<file path="config.mk">
export PLATFORM = sky130hd
export DESIGN_NAME = axis_matvec_coproc
export DESIGN_NICKNAME = d
export VERILOG_FILES = /design/src/rtl/axis_matvec_coproc.sv
export SDC_FILE = /design/constraint.sdc
export NUM_CORES = 2
export LEC_CHECK = 0
export CORE_UTILIZATION = 40
export CTS_BUF_LIST = sky130_fd_sc_hd__clkbuf_16
export CTS_CLUSTER_SIZE = 25
export DETAILED_ROUTE_END_ITERATION = 6
export HOLD_SLACK_MARGIN = 0.1
export PLACE_DENSITY = 0.66
export SETUP_SLACK_MARGIN = 0.05
export SYNTH_ARGS = -nofsm -noshare
export SYNTH_HDL_FRONTEND = slang
export SYNTH_MEMORY_MAX_BITS = 65536
export SYNTH_SLANG_ARGS = --single-unit
export TNS_END_PERCENT = 100
</file>
<file path="constraint.sdc">
create_clock -name ACLK -period 9.2 [get_ports ACLK]
set_input_delay 1.38 -clock ACLK [delete_from_list [all_inputs] [get_ports ACLK]]
set_output_delay 1.38 -clock ACLK [all_outputs]
set_load 0.01 [all_outputs]
</file>
<file path="src/rtl/axis_matvec_coproc.sv">
// axis_matvec_coproc: streams in matrix A then vector B, computes
// RES = min((A*B) >> RES_SHIFT, max) one MAC per cycle, streams RES out.
module axis_matvec_coproc #(
  parameter int ROWS      = 64,
  parameter int COLS      = 8,
  parameter int DATA_W    = 8,
  parameter int RES_SHIFT = 8
) (
  input  logic        ACLK,
  input  logic        ARESETN,
  output logic        S_AXIS_TREADY,
  input  logic [31:0] S_AXIS_TDATA,
  input  logic        S_AXIS_TLAST,
  input  logic        S_AXIS_TVALID,
  output logic        M_AXIS_TVALID,
  output logic [31:0] M_AXIS_TDATA,
  output logic        M_AXIS_TLAST,
  input  logic        M_AXIS_TREADY,
  output logic        FRAME_ERR
);
  localparam int CB    = $clog2(COLS);
  localparam int AW    = $clog2(ROWS * COLS);
  localparam int RW    = AW - CB;
  localparam int ACC_W = 2 * DATA_W + CB;
  localparam logic [AW-1:0] LAST_A = AW'(ROWS * COLS - 1);
  localparam logic [CB-1:0] LAST_C = CB'(COLS - 1);
  localparam logic [RW-1:0] LAST_R = RW'(ROWS - 1);
  localparam logic [ACC_W-1:0] MAXV = ACC_W'((1 << DATA_W) - 1);

  typedef enum logic [1:0] {
    READ_A, READ_B, COMPUTE, WRITE
  } state_e;

  state_e state_q, state_d;
  logic [AW-1:0] cnt_q, cnt_d;
  logic [RW-1:0] out_q, out_d;
  logic [ACC_W-1:0] acc_q, acc_d;
  logic s_rdy_q, s_rdy_d;
  logic m_vld_q, m_vld_d;
  logic m_last_q, m_last_d;
  logic [DATA_W-1:0] m_data_q, m_data_d;
  logic err_q, err_d;

  logic [DATA_W-1:0] a_mem [ROWS*COLS];
  logic [DATA_W-1:0] b_mem [COLS];
  logic [DATA_W-1:0] res_mem [ROWS];

  logic s_xfer;
  logic [CB-1:0] col;
  logic [RW-1:0] row;
  logic [RW-1:0] out_nx;
  logic [ACC_W-1:0] prod;
  logic [ACC_W-1:0] sum;
  logic [ACC_W-1:0] shifted;
  logic [DATA_W-1:0] res_val;
  logic unused_tdata;

  assign unused_tdata = ^S_AXIS_TDATA[31:DATA_W];
  assign s_xfer  = S_AXIS_TVALID & s_rdy_q;
  assign col     = cnt_q[CB-1:0];
  assign row     = cnt_q[AW-1:CB];
  assign out_nx  = out_q + 1'b1;
  assign prod    = ACC_W'(a_mem[cnt_q]) * ACC_W'(b_mem[col]);
  assign sum     = acc_q + prod;
  assign shifted = sum >> RES_SHIFT;
  assign res_val = (shifted > MAXV) ? MAXV[DATA_W-1:0]
                                    : shifted[DATA_W-1:0];

  // Next-state logic for the frame sequencer, MAC and output stream.
  always_comb begin
    state_d  = state_q;
    cnt_d    = cnt_q;
    out_d    = out_q;
    acc_d    = acc_q;
    m_vld_d  = m_vld_q;
    m_last_d = m_last_q;
    m_data_d = m_data_q;
    err_d    = err_q;
    unique case (state_q)
      READ_A: if (s_xfer) begin
        cnt_d = cnt_q + 1'b1;
        if (cnt_q == '0) err_d = S_AXIS_TLAST;
        else err_d = err_q | S_AXIS_TLAST;
        if (cnt_q == LAST_A) begin
          state_d = READ_B;
          cnt_d   = '0;
        end
      end
      READ_B: if (s_xfer) begin
        cnt_d = cnt_q + 1'b1;
        if (col == LAST_C) begin
          state_d = COMPUTE;
          cnt_d   = '0;
          err_d   = err_q | ~S_AXIS_TLAST;
        end else begin
          err_d = err_q | S_AXIS_TLAST;
        end
      end
      COMPUTE: begin
        cnt_d = cnt_q + 1'b1;
        acc_d = (col == LAST_C) ? '0 : sum;
        if (cnt_q == LAST_A) begin
          state_d = WRITE;
          cnt_d   = '0;
          out_d   = '0;
        end
      end
      WRITE: begin
        if (!m_vld_q) begin
          m_vld_d  = 1'b1;
          m_data_d = res_mem[out_q];
          m_last_d = (out_q == LAST_R);
        end else if (M_AXIS_TREADY) begin
          if (m_last_q) begin
            m_vld_d  = 1'b0;
            m_last_d = 1'b0;
            m_data_d = '0;
            out_d    = '0;
            state_d  = READ_A;
          end else begin
            out_d    = out_nx;
            m_data_d = res_mem[out_nx];
            m_last_d = (out_nx == LAST_R);
          end
        end
      end
      default: state_d = READ_A;
    endcase
    s_rdy_d = (state_d == READ_A) || (state_d == READ_B);
  end

  // Control and output registers, cleared asynchronously.
  always_ff @(posedge ACLK or negedge ARESETN) begin
    if (!ARESETN) begin
      state_q  <= READ_A;
      cnt_q    <= '0;
      out_q    <= '0;
      acc_q    <= '0;
      s_rdy_q  <= 1'b0;
      m_vld_q  <= 1'b0;
      m_last_q <= 1'b0;
      m_data_q <= '0;
      err_q    <= 1'b0;
    end else begin
      state_q  <= state_d;
      cnt_q    <= cnt_d;
      out_q    <= out_d;
      acc_q    <= acc_d;
      s_rdy_q  <= s_rdy_d;
      m_vld_q  <= m_vld_d;
      m_last_q <= m_last_d;
      m_data_q <= m_data_d;
      err_q    <= err_d;
    end
  end

  // Operand and result storage; contents need no reset.
  always_ff @(posedge ACLK) begin
    if (s_xfer && state_q == READ_A)
      a_mem[cnt_q] <= S_AXIS_TDATA[DATA_W-1:0];
    if (s_xfer && state_q == READ_B)
      b_mem[col] <= S_AXIS_TDATA[DATA_W-1:0];
    if (state_q == COMPUTE && col == LAST_C)
      res_mem[row] <= res_val;
  end

  assign S_AXIS_TREADY = s_rdy_q;
  assign M_AXIS_TVALID = m_vld_q;
  assign M_AXIS_TDATA  = 32'(m_data_q);
  assign M_AXIS_TLAST  = m_last_q;
  assign FRAME_ERR     = err_q;

endmodule

</file>
==> impl_table.tex <==
\begin{tabular}{lr}
\hline
Metric & Value \\
\hline
\multicolumn{2}{l}{\textbf{Status}} \\
\quad Run status & finished with violations \\
\quad Violations in the final reports & DRC \\
\multicolumn{2}{l}{\textbf{Setup path}} \\
\quad Max stage delay cell, worst path & sky130\_fd\_sc\_hd\_\_a21oi\_1 \\
\quad Delay of the slowest cell on the worst path & 0.89 ns \\
\quad Critical path launch point & cnt\_q[0]\$\_DFFE\_PN0P\_ \\
\quad Critical register-to-register path startpoint & cnt\_q[0]\$\_DFFE\_PN0P\_ \\
\quad WS Path Type & flip-flop to flip-flop \\
\quad Crit path capture type & flip-flop \\
\quad Critical Path Source Type & flip-flop \\
\quad Data arrival at the endpoint of the critical path & 9.72 ns \\
\quad Worst Reg2Reg Path Length in Cells & 31 \\
\quad Dominant cell type by count on the critical path & sky130\_fd\_sc\_hd\_\_buf\_4 \\
\quad Register-to-register setup slack & 0.19 ns \\
\quad Data required time of the critical path & 9.91 ns \\
\quad Critical-path maximum fanout & 32 \\
\multicolumn{2}{l}{\textbf{Placed design}} \\
\quad Number of placed instances with taps included & 16.9k \\
\quad Worst slack at placement & -0.0855 ns \\
\quad GPL Wtd Cong & 0.938 \\
\quad Placed wire-length estimate after detailed placement & 384000 um \\
\quad Number of buffers added on ports & 24 \\
\quad Post-DP Area & 204000 um\^{}2 \\
\multicolumn{2}{l}{\textbf{Finish}} \\
\quad Layout cells sized above 1 & 0.222 \\
\quad Final core utilization & 0.461 \\
\quad Design area & 219000 um\^{}2 \\
\quad Area taken by multi-input logic gates & 46200 um\^{}2 \\
\quad Most common cell after layout, fill and taps aside & sky130\_fd\_sc\_hd\_\_edfxtp\_1 \\
\quad Fill count & 39.3k \\
\quad FF/Latch Area & 142000 um\^{}2 \\
\quad Fin nets & 11.1k \\
\quad Layout overhead on the synthesized area & 14.5\% \\
\quad Leading cell types in the layout, fill and taps excluded & sky130\_fd\_sc\_hd\_\_edfxtp\_1 (4672), sky130\_fd\_sc\_hd\_\_nor2\_1 (734), sky130\_fd\_sc\_hd\_\_mux4\_2 (666), sky130\_fd\_sc\_hd\_\_buf\_4 (620), sky130\_fd\_sc\_hd\_\_mux2i\_1 (535) \\
\quad Final Instance Count excl. Fillers & 17.8k \\
\multicolumn{2}{l}{\textbf{Logic synthesis}} \\
\quad Fraction of synthesis flops using an asynchronous set or reset pin & 0.0102 \\
\quad Synthesized cell area & 192000 um\^{}2 \\
\quad Number of warnings printed during yosys synthesis & 0 \\
\quad Sequential fraction of the synthesis area & 0.738 \\
\quad Post-synthesis instance total & 10.5k \\
\quad Total of flip-flops plus latches after synthesis & 4720 \\
\quad Post-synth cell types & 90 \\
\quad Number of synthesized flops with an enable pin & 4672 \\
\quad Most common flop cell mapped by yosys & sky130\_fd\_sc\_hd\_\_edfxtp\_1 \\
\quad Synthesized area divided by synthesized cell count & 18.3 um\^{}2 \\
\multicolumn{2}{l}{\textbf{Power and ir drop}} \\
\quad Worst-case vdd ir drop & 3.53 mV \\
\quad Leak & 69.7 nW \\
\quad Power consumption & 86.5 mW \\
\quad Total power density per cell area & 395 nW/um\^{}2 \\
\multicolumn{2}{l}{\textbf{Global route}} \\
\quad Total track usage & 0.248 \\
\quad Maximum number of pins on one net before global-route repair & 199 \\
\quad Global-route wire length before repair & 850000 um \\
\quad Total global routing overflow & 0 \\
\quad Via count of the first global-routing pass & 109k \\
\quad Antenna violations before repair & 39 \\
\multicolumn{2}{l}{\textbf{Floorplan}} \\
\quad Area of the die & 482000 um\^{}2 \\
\quad Std cell rows & 253 \\
\quad Effective utilization at floorplan & 0.403 \\
\quad Vertical extent of the die & 694 um \\
\quad I/O Pins & 73 \\
\quad Horizontal die dimension & 694 um \\
\quad Floorplan Core Area & 476000 um\^{}2 \\
\multicolumn{2}{l}{\textbf{Clock tree}} \\
\quad Clock tree from TritonCTS & built \\
\quad CTS root buf & sky130\_fd\_sc\_hd\_\_clkbuf\_16 \\
\quad Sinks on Clock Net & 4720 \\
\quad Skew-Pair Late Insertion Delay & 1.12 ns \\
\quad Worst-path clk slew & 0.06 ns \\
\quad Num CTS Buffers & 451 \\
\quad Quantity of hold-fixing buffers added after cts & 0 \\
\quad Number of buffers on the longest clock path & 4 \\
\quad Level count of the clock H-tree & 5 \\
\multicolumn{2}{l}{\textbf{Detailed routing}} \\
\quad Total via count after detailed routing & 112k \\
\quad Number of nets with antenna violations after routing & 0 \\
\quad DRT iter0 DRCs & 18.7k \\
\quad Number of design rule violations left after detail routing & 4 \\
\quad Number of vias per cell & 6.32 \\
\quad Drt pass-1 iters & 7 \\
\quad Routed WL & 614000 um \\
\quad DR WL/cell & 34.6 um \\
\multicolumn{2}{l}{\textbf{STA}} \\
\quad Number of slew-limit violations in the final report & 0 \\
\quad Worst path setup slack after routing & 0.190 ns \\
\quad Max-Slew Margin vs Limit & 0.0726 \\
\quad Highest Clock Rate & 111 MHz \\
\quad Final Setup Violations & 0 \\
\quad Final period util & 0.979 \\
\quad Setup skew after layout & 0.157 ns \\
\quad Setup total negative slack & 0 ns \\
\quad RSZ-0062 raised after global routing & no \\
\quad Least-Margin Pin Slew & 1.39 ns \\
\quad WHS & 0.479 ns \\
\quad Final Hold Violating Endpoints & 0 \\
\quad Clock period minus final worst setup slack & 9.01 ns \\
\multicolumn{2}{l}{\textbf{Worst hold path}} \\
\quad Worst hold path depth & 2 \\
\quad Hold crit path type & flip-flop to flip-flop \\
\quad Startpoint of the worst hold path & acc\_q[14]\$\_DFFE\_PN0P\_ \\
\multicolumn{2}{l}{\textbf{Flow run}} \\
\quad Number of violations of the max-capacitance limit & 0 \\
\hline
\end{tabular}
## critical path, delay by kind of cell (launching register included)
kind	cells	cell delay, ns
buf+inv	10	1.85
fa+ha+maj	5	2.28
compound gates	11	2.76
xor+xnor	1	0.12
simple gates	4	1.02
flops	1	0.47
## per-layer routing
layer | GRT usage | up-vias | routed length, um
met5 | 0 | - | 162
met1 | 0.323 | 57800 | 217000
met4 | 0.128 | 22 | 37200
li1 | - | 44100 | -
met3 | 0.0728 | 1693 | 83900
met2 | 0.377 | 8709 | 275000
## synth_stat cells (47+ instances only)
cell type	count	area share
sky130_fd_sc_hd__edfxtp_1	4672	0.73
sky130_fd_sc_hd__nor2_1	742	0.015
sky130_fd_sc_hd__mux4_2	666	0.078
sky130_fd_sc_hd__mux2i_1	535	0.028
sky130_fd_sc_hd__clkbuf_1	313	0.0061
sky130_fd_sc_hd__a221oi_1	311	0.014
sky130_fd_sc_hd__nand2_1	294	0.0058
sky130_fd_sc_hd__mux2_2	281	0.017
sky130_fd_sc_hd__a22oi_1	260	0.010
sky130_fd_sc_hd__buf_2	253	0.0066
sky130_fd_sc_hd__a21oi_1	249	0.0065
sky130_fd_sc_hd__o21ai_0	207	0.0054
sky130_fd_sc_hd__o22ai_1	175	0.0057
sky130_fd_sc_hd__a221o_1	137	0.0072
sky130_fd_sc_hd__inv_1	101	0.0020
sky130_fd_sc_hd__buf_4	99	0.0039
sky130_fd_sc_hd__a22o_1	77	0.0035
sky130_fd_sc_hd__mux2_1	68	0.0040
sky130_fd_sc_hd__buf_6	62	0.0036
sky130_fd_sc_hd__buf_1	56	0.0011
sky130_fd_sc_hd__nand3_1	54	0.0014
sky130_fd_sc_hd__o2bb2ai_1	53	0.0024
sky130_fd_sc_hd__fa_1	50	0.0052
sky130_fd_sc_hd__ha_1	49	0.0032
sky130_fd_sc_hd__o22a_1	49	0.0022
sky130_fd_sc_hd__a31oi_1	48	0.0016
sky130_fd_sc_hd__dfrtp_1	48	0.0063
sky130_fd_sc_hd__o221ai_1	47	0.0021
## cell families after synthesis
kind of cell | after synthesis | synth area share
other cells | 1 | 0.0000196
mux | 1550 | 0.127
buf+inv | 887 | 0.0234
simple gates | 1318 | 0.0298
fa+ha+maj | 99 | 0.00842
compound gates | 1872 | 0.0724
flops | 4720 | 0.738
xor+xnor | 17 | 0.000777
## sequential cells by signal (all words and copies together), names as in the netlist
signal         cells
state_q            2
M_AXIS_TLAST       1
b_mem             64
M_AXIS_TVALID      1
m_data_q           8
cnt_q              9
a_mem           4096
out_q              6
acc_q             19
res_mem          512
FRAME_ERR          1
S_AXIS_TREADY      1
## what timing repair did
action                                  CTS  global route
pin swaps                                 0             7
buffers inserted                          6             1
endpoints found under the setup margin  513           513
gates resized for setup                   4            16
## area by class of cell
type,instances,share of cell area
Clock buffer,453,0.0517
Multi-Input combinational cell,4880,0.211
Tap cell,6375,0.0364
Timing Repair Buffer,823,0.0388
Clock inverter,380,0.0149
Inverter,104,0.00193
Sequential cell,4720,0.645
Antenna cell,25,0.000285
## where the power goes
group / internal [mW] / switching, mW / leakage [nW]
combinational: 11.4 / 22.9 / 19.6
clock: 10.1 / 8.34 / 7.46
sequential: 33.7 / 0.0676 / 42.7
total: 55.2 / 31.3 / 69.7
## path summary, 6_finish.rpt
path	to
worst max-delay path	res_mem[25][0]$_DFFE_PP_
worst min-delay path	acc_q[14]$_DFFE_PN0P_
worst max register to register	res_mem[25][0]$_DFFE_PP_
worst min register to register	acc_q[14]$_DFFE_PN0P_
max in group asynchronous	cnt_q[2]$_DFFE_PN0P_
min in group asynchronous	m_data_q[5]$_DFFE_PN0P_
Note: power is estimated with default switching activity, not from simulation.
